File: src/rtl/avl_mem_arbiter.sv
// Two-to-one Avalon-MM burst arbiter: I-cache refill (s0) and D-cache (s1)
// share one memory master; whole bursts granted round-robin.
module avl_mem_arbiter #(
  parameter int ADDR_W  = 32,
  parameter int DATA_W  = 32,
  parameter int BURST_W = 5
) (
  input  logic                  clk,
  input  logic                  rest,
  input  logic [ADDR_W-1:0]     s0_address,
  input  logic                  s0_read,
  input  logic                  s0_write,
  input  logic [DATA_W-1:0]     s0_writedata,
  input  logic [DATA_W/8-1:0]   s0_byteenable,
  input  logic [BURST_W-1:0]    s0_burstcount,
  output logic [DATA_W-1:0]     s0_readdata,
  output logic                  s0_readdatavalid,
  output logic                  s0_waitrequest,
  input  logic [ADDR_W-1:0]     s1_address,
  input  logic                  s1_read,
  input  logic                  s1_write,
  input  logic [DATA_W-1:0]     s1_writedata,
  input  logic [DATA_W/8-1:0]   s1_byteenable,
  input  logic [BURST_W-1:0]    s1_burstcount,
  output logic [DATA_W-1:0]     s1_readdata,
  output logic                  s1_readdatavalid,
  output logic                  s1_waitrequest,
  output logic [ADDR_W-1:0]     m_address,
  output logic                  m_read,
  output logic                  m_write,
  output logic [DATA_W-1:0]     m_writedata,
  output logic [DATA_W/8-1:0]   m_byteenable,
  output logic [BURST_W-1:0]    m_burstcount,
  input  logic [DATA_W-1:0]     m_readdata,
  input  logic                  m_readdatavalid,
  input  logic                  m_waitrequest
);

  typedef enum logic [1:0] {
    IDLE,
    CMD,
    RD_DATA,
    WR_DATA
  } state_e;

  state_e               state_q;
  logic                 gnt_q;
  logic                 last_q;
  logic [BURST_W-1:0]   cnt_q;

  logic                 req0;
  logic                 req1;
  logic                 arb_g;
  logic [ADDR_W-1:0]    g_addr;
  logic                 g_read;
  logic                 g_write;
  logic [DATA_W-1:0]    g_wdata;
  logic [DATA_W/8-1:0]  g_be;
  logic [BURST_W-1:0]   g_bc;

  assign req0  = s0_read | s0_write;
  assign req1  = s1_read | s1_write;
  // On a tie the port that did not win last time takes the bus
  assign arb_g = (req0 & req1) ? ~last_q : req1;

  assign g_addr  = gnt_q ? s1_address    : s0_address;
  assign g_read  = gnt_q ? s1_read       : s0_read;
  assign g_write = gnt_q ? s1_write      : s0_write;
  assign g_wdata = gnt_q ? s1_writedata  : s0_writedata;
  assign g_be    = gnt_q ? s1_byteenable : s0_byteenable;
  assign g_bc    = gnt_q ? s1_burstcount : s0_burstcount;

  assign s0_readdata = m_readdata;
  assign s1_readdata = m_readdata;

  always_comb begin
    m_address        = '0;
    m_read           = 1'b0;
    m_write          = 1'b0;
    m_writedata      = '0;
    m_byteenable     = '0;
    m_burstcount     = '0;
    s0_waitrequest   = 1'b1;
    s1_waitrequest   = 1'b1;
    s0_readdatavalid = 1'b0;
    s1_readdatavalid = 1'b0;
    unique case (state_q)
      CMD: begin
        m_address    = g_addr;
        m_read       = g_read;
        m_write      = g_write;
        m_writedata  = g_wdata;
        m_byteenable = g_be;
        m_burstcount = g_bc;
        s0_waitrequest = gnt_q | m_waitrequest;
        s1_waitrequest = ~gnt_q | m_waitrequest;
      end
      WR_DATA: begin
        m_write      = g_write;
        m_writedata  = g_wdata;
        m_byteenable = g_be;
        s0_waitrequest = gnt_q | m_waitrequest;
        s1_waitrequest = ~gnt_q | m_waitrequest;
      end
      RD_DATA: begin
        s0_readdatavalid = ~gnt_q & m_readdatavalid;
        s1_readdatavalid = gnt_q & m_readdatavalid;
      end
      default: ;
    endcase
  end

  always_ff @(posedge clk or negedge rest) begin
    if (!rest) begin
      state_q <= IDLE;
      gnt_q   <= 1'b0;
      last_q  <= 1'b1;
      cnt_q   <= '0;
    end else begin
      unique case (state_q)
        IDLE: begin
          if (req0 | req1) begin
            gnt_q   <= arb_g;
            last_q  <= arb_g;
            state_q <= CMD;
          end
        end
        CMD: begin
          if (!g_read && !g_write) begin
            state_q <= IDLE;
          end else if (!m_waitrequest) begin
            if (g_read) begin
              cnt_q   <= (g_bc == '0) ? BURST_W'(1) : g_bc;
              state_q <= RD_DATA;
            end else if (g_bc <= BURST_W'(1)) begin
              state_q <= IDLE;
            end else begin
              cnt_q   <= g_bc - BURST_W'(1);
              state_q <= WR_DATA;
            end
          end
        end
        RD_DATA: begin
          if (m_readdatavalid) begin
            cnt_q <= cnt_q - BURST_W'(1);
            if (cnt_q <= BURST_W'(1)) state_q <= IDLE;
          end
        end
        WR_DATA: begin
          if (g_write && !m_waitrequest) begin
            cnt_q <= cnt_q - BURST_W'(1);
            if (cnt_q <= BURST_W'(1)) state_q <= IDLE;
          end
        end
        default: state_q <= IDLE;
      endcase
    end
  end

endmodule

File: config.mk
export PLATFORM = sky130hd
export DESIGN_NAME = avl_mem_arbiter
export DESIGN_NICKNAME = d
export VERILOG_FILES = /design/src/rtl/avl_mem_arbiter.sv
export SDC_FILE = /design/constraint.sdc
export NUM_CORES = 1
export LEC_CHECK = 0
export ABC_AREA = 0
export CORE_AREA = 2 2 126 128
export DETAILED_ROUTE_END_ITERATION = 8
export DIE_AREA = 0 0 128 130
export GPL_ROUTABILITY_DRIVEN = 0
export PLACE_DENSITY_LB_ADDON = 0.25
export SYNTH_ARGS = -nofsm -noshare
export SYNTH_HDL_FRONTEND = slang
export SYNTH_SLANG_ARGS = --single-unit
export TNS_END_PERCENT = 50
File: constraint.sdc
create_clock -name clk -period 2.4 [get_ports clk]
set_input_delay 0.48 -clock clk [delete_from_list [all_inputs] [get_ports clk]]
set_output_delay 0.48 -clock clk [all_outputs]
set_load 0.02 [all_outputs]
### Word level (Yosys, flattened, before mapping)

Index checks and enable logic that the tools add are counted.

| cells by class | value |
|---|---|
| reductions and logical operators | 12 |
| muxes and demuxes | 34 |
| order comparisons | 2 |
| bitwise operators | 10 |
| eq/ne operators | 10 |
| add/sub/neg operators | 2 |

Operators by type and width:

| cell | number |
|---|---|
| 32-bit two-way mux | 4 |
| 5-bit two-way mux | 9 |
| 2-bit two-way mux | 8 |
| 5-bit one-hot mux with 3 select lines | 1 |
| 5-bit by 1-bit <= comparator with 1-bit output, second input constant | 2 |
| 2-bit inequality test, second input constant | 5 |
| 5-bit by 1-bit subtractor with 5-bit output, second input constant | 2 |
| 1-bit two-way mux | 9 |
| 4-bit two-way mux | 2 |
| 2-bit one-hot mux with 4 select lines | 1 |
| 3-bit inequality test, second input constant | 2 |
| 6-bit AND reduction | 1 |
| 5-bit zero test | 1 |
| 1-bit OR | 5 |
| 2-bit equality test, second input constant | 2 |
| 4-bit AND reduction | 1 |
| 1-bit bitwise AND | 3 |
| 1-bit zero test | 3 |
| 3-bit nonzero test | 1 |
| 2-bit by 1-bit equality test with 1-bit output, second input constant | 1 |
| 1-bit logical AND | 2 |
| 2-bit zero test | 1 |
| 1-bit NOT | 2 |
| 2-bit AND reduction | 1 |
| 2-bit OR reduction | 1 |

| storage, ports and cells | value |
|---|---|
| output and inout port bits | 143 |
| input port bits | 186 |
| register bits | 9 |

### Depth between registers and ports, before layout

| depth | value |
|---|---|
| depth in word-level cells | 7 |
| mapped depth | 9 |

### Least setup slack after synthesis

Ideal clock, no wire load.

| path | value |
|---|---|
| path kind | register to register |
| start point | register gnt_q |
| end point | register cnt_q[1] |
| arrival time | 2.155 ns |
| setup time | 0.086 ns |
| setup slack | 0.160 ns |
| stages on the path, launching flop included | 10 |
| buffers on the path | 2 |
| clock period less this slack | 2.240 ns |
| cells stage by stage | dfrtp_1 -> buf_6 -> buf_6 -> mux2i_1 -> inv_1 -> ha_1 -> o32ai_2 -> o21ai_4 -> or3_1 -> a32oi_1 |

| between the ends | value |
|---|---|
| word-level cells in the longest chain between the ends | 7 |
| elaborated cells between the ends (all ways) | 20 |
| those cells by class | add/sub (1); order compare (1); eq/ne (3); mux (9); reduce/logical (6) |

Ends and longest elaborated chain:

| element | RTL line | text |
|---|---|---|
| from (decl) | 47 | `logic gnt_q;` |
| from (signal assigned) | 123 | `gnt_q <= arb_g;` |
| 5-bit two-way mux | 71 | `assign g_bc = gnt_q ? s1_burstcount : s0_burstcount;` |
| 5-bit by 1-bit subtractor with 5-bit output or 5-bit zero test (tied branches) | 138, 133 |  |
| 5-bit two-way mux, on equally long branches | 135, 133 |  |
| 5-bit two-way mux | 132 | `if (g_read) begin` |
| 5-bit two-way mux | 131 | `end else if (!m_waitrequest) begin` |
| 5-bit two-way mux | 129 | `if (!g_read && !g_write) begin` |
| 5-bit one-hot mux with 3 select lines | 120 | `unique case (state_q)` |
| to (signal assigned) | 133 | `cnt_q <= (g_bc == '0) ? BURST_W'(1) : g_bc;` |
| to (signal assigned) | 138 | `cnt_q <= g_bc - BURST_W'(1);` |
| to (signal assigned) | 145 | `cnt_q <= cnt_q - BURST_W'(1);` |
| to (decl) | 49 | `logic [BURST_W-1:0] cnt_q;` |

Parallel ways exist; a longest one is shown, timed or not. The select of a mux whose other input is x is not followed.
A chain may end at the register's enable or synchronous reset.

### Worst setup path in the final report

| path | value |
|---|---|
| start point | register gnt_q |
| end point | output port m_address[9] |

| between the ends | value |
|---|---|
| word-level cells in the longest chain between the ends | 2 |

Ends and longest elaborated chain:

| element | RTL line | text |
|---|---|---|
| 32-bit two-way mux | 66 | `assign g_addr = gnt_q ? s1_address : s0_address;` |
| 32-bit two-way mux | 87 | `unique case (state_q)` |
| to (decl) | 28 | `output logic [ADDR_W-1:0] m_address,` |

Every way passes these cells.

==> impl_metrics.json <==
{
  "hp-class": "flip-flop to flip-flop",
  "path_class": "flip-flop to output pin",
  "wl_met2_um": 6110,
  "vias": 2824,
  "ys.flop_type": "dfrtp_1",
  "fin_skew_ps": 3.78,
  "path_cells": "buf_12 -> buf_12 -> mux2i_1 -> nor2_1 -> clkdlybuf4s50_1",
  "grtUsageTotal_pct": 12.2,
  "io_buffers": 232,
  "final_cells": 703,
  "power_density_nw_per_um2": 893,
  "clkLatencyLatePin_ps": 240,
  "arrival_ps": 1860,
  "dr_wl_met3_um": 763,
  "clkSinkCount": 9,
  "slew_violations": 0,
  "start_kind": "flip-flop",
  "cts_hold_buf": 0,
  "ioPinCount": 329,
  "cp_max_fo": 14,
  "yosysWarnings": 0,
  "synth_cells": 329,
  "cts_tree": "done",
  "setup-tns-final_ps": 0,
  "fin_total_pwr_mw": 4.27,
  "die_area_um2": 16600,
  "worst_path_max_delay_cell": "clkdlybuf4s50_1",
  "max_slew_margin_pct": 70.8,
  "core_area_um2": 15400,
  "fin_nets": 702,
  "syn-num-nets": 519,
  "antenna_left": 0,
  "grt_overflow_total": 0,
  "antenna_found_initial": 0,
  "final-hold-violation-count": 0,
  "fin_crit_sh_pct": 97.4,
  "path_clk_slew_ps": 40,
  "cts_buffer_depth": 2,
  "power.static_leakage_nw": 2.56,
  "ctsRootBufferMaster": "clkbuf_16",
  "fin_ws_ps": 63.6,
  "die_height_um": 130,
  "antenna_cells": 0,
  "ys_async_sr_fraction_pct": 100,
  "cts_buffers": 3,
  "drtPass1Iterations": 4,
  "ir_worst_vdd_v": 0.000348,
  "wl_met1_um": 4190,
  "drtIter0Drc": 76,
  "h-tree-depth": 1,
  "slowest_delay_ps": 610,
  "synth_edf_count": 0,
  "via_per_inst": 4.02,
  "rows": 46,
  "end_kind": "output pin",
  "hpwl_um": 9360,
  "status": "completed",
  "fin_crit_ps": 2340,
  "start_util_pct": 15.8,
  "rsz0062_at_grt": "no",
  "drive_above_1_share_pct": 9.20,
  "grt_pass1_vias": 2810,
  "wire_per_inst_um": 15.8,
  "remaining_drc_errors": 0,
  "die_w_um": 128,
  "fin_util_pct": 31.0,
  "grt_pass1_wl_um": 15900,
  "syn_to_final_growth_pct": 95.9,
  "drv_cap": 0,
  "detail_route.wirelength_um": 11100,
  "syn_area_um2": 2440,
  "topRoutingLayerUsed": "met4",
  "grt_max_degree": 39,
  "dp_cells": 696,
  "pre_cts_slack_ps": -76.8,
  "ys_seq_area_share_pct": 9.29,
  "setup_viol": 0,
  "cpMostUsedCell": "buf_12",
  "ys_ff_latch": 9,
  "syn_area_per_cell_um2": 7.41,
  "fmax_mhz": 428,
  "worst_slew_pin_slew_ps": 437,
  "required_ps": 1920,
  "yosysUniqueCellTypes": 42
}
==> critical path, delay by kind of cell, from the launching register on <==
kind / cells / cell delay (ps)
mux: 1 / 120
flops: 1 / 480
simple gates: 1 / 80
buf+inv: 3 / 930
==> cells by family after synthesis <==
logic type / synth area share, %
AND/OR/NAND/NOR: 20.0
AO/OA/AOI/OAI: 8.57
flip-flops: 9.29
adder cells (fa/ha/maj): 2.05
multiplexers: 33.4
XOR/XNOR: 2.15
buffers and inverters: 24.6
==> cell usage in the layout (no fill, tap or decap), types with 2 or more instances in the layout <==
cell type | netlist | routed
clkbuf_16 | 0 | 3
a21oi_1 | 4 | 4
buf_12 | 0 | 4
o31ai_1 | 4 | 4
nand2b_1 | 2 | 2
buf_4 | 64 | 25
dfrtp_1 | 8 | 7
xor2_1 | 5 | 5
inv_1 | 5 | 5
dlygate4sd2_1 | 0 | 52
nor3b_1 | 2 | 2
dlymetal6s2s_1 | 0 | 22
and3_1 | 2 | 2
o21ai_0 | 6 | 6
ha_1 | 4 | 4
nand2_1 | 7 | 7
clkdlybuf4s50_1 | 0 | 158
nor2_1 | 85 | 85
nor3_1 | 6 | 6
nand3_1 | 2 | 2
mux2_2 | 2 | 2
mux2i_1 | 79 | 78
==> flip-flops by register name, indices dropped and copies added (netlist names) <==
| register | flops |
|---|---|
| gnt_q | 1 |
| cnt_q | 5 |
| state_q | 2 |
| last_q | 1 |
==> path summary, 6_finish.rpt <==
path / cells past startpoint / slack [ps] / from / endpoint
setup / recovery: 5 / 60 / gnt_q / m_address[9]
hold / removal: 2 / 510 / last_q / last_q
setup reg to reg: 8 / 220 / gnt_q / cnt_q[1]
hold reg to reg: 2 / 510 / last_q / last_q
max in group asynchronous: 1 / 1500 / rest / gnt_q
min in group asynchronous: 1 / 560 / rest / cnt_q[0]
==> layer usage <==
metal	GRT usage, %	up-vias
li1	-	1418
met1	13.9	1261
met2	23.7	138
met3	2.71	7
met4	1.94	0
met5	0	-
==> synth_stat cells (2+ instances only) <==
library cell,instances,area [um2]
and3_1,2,12.5
clkbuf_1,10,37.5
nor3_1,6,30.0
nor3b_1,2,15.0
ha_1,4,50.1
a21oi_1,4,20.0
o21ai_0,6,30.0
nor2_1,85,319
nand2_1,7,26.3
mux2i_1,79,791
inv_1,5,18.8
buf_4,64,480
xor2_1,5,43.8
nand3_1,2,10.0
buf_2,8,40.0
buf_6,2,22.5
nand2b_1,2,12.5
mux2_2,2,22.5
o31ai_1,4,30.0
dfrtp_1,8,200
==> per-stage QoR <==
step	instance area [um2]	hold slack [ps]
after CTS	4720	511
after global placement	4660	503
after global routing	4780	540
after detailed placement	4660	506
after floorplan	2440	184
final	4780	513
==> repair_timing <==
item	in CTS	in global routing
buffers inserted	3	0
resized for setup	53	22
endpoints found under the setup margin	65	22
==> power breakdown <==
group	switching, mW	leakage, nW	internal, mW
Clock	0.0779	0.0409	0.220
Sequential	0.0882	0.102	0.246
Combinational	1.94	2.41	1.70
==> final cells by class <==
class,instances,area (um2)
Fill cell,1707,10600
Timing Repair Buffer,262,2590
Multi-Input combinational cell,231,1620
Tap cell,192,240
Sequential cell,9,230
Clock buffer,3,75.1
Inverter,5,18.8
Clock inverter,1,5.00
No activity file was read; power rests on OpenSTA's default activity.
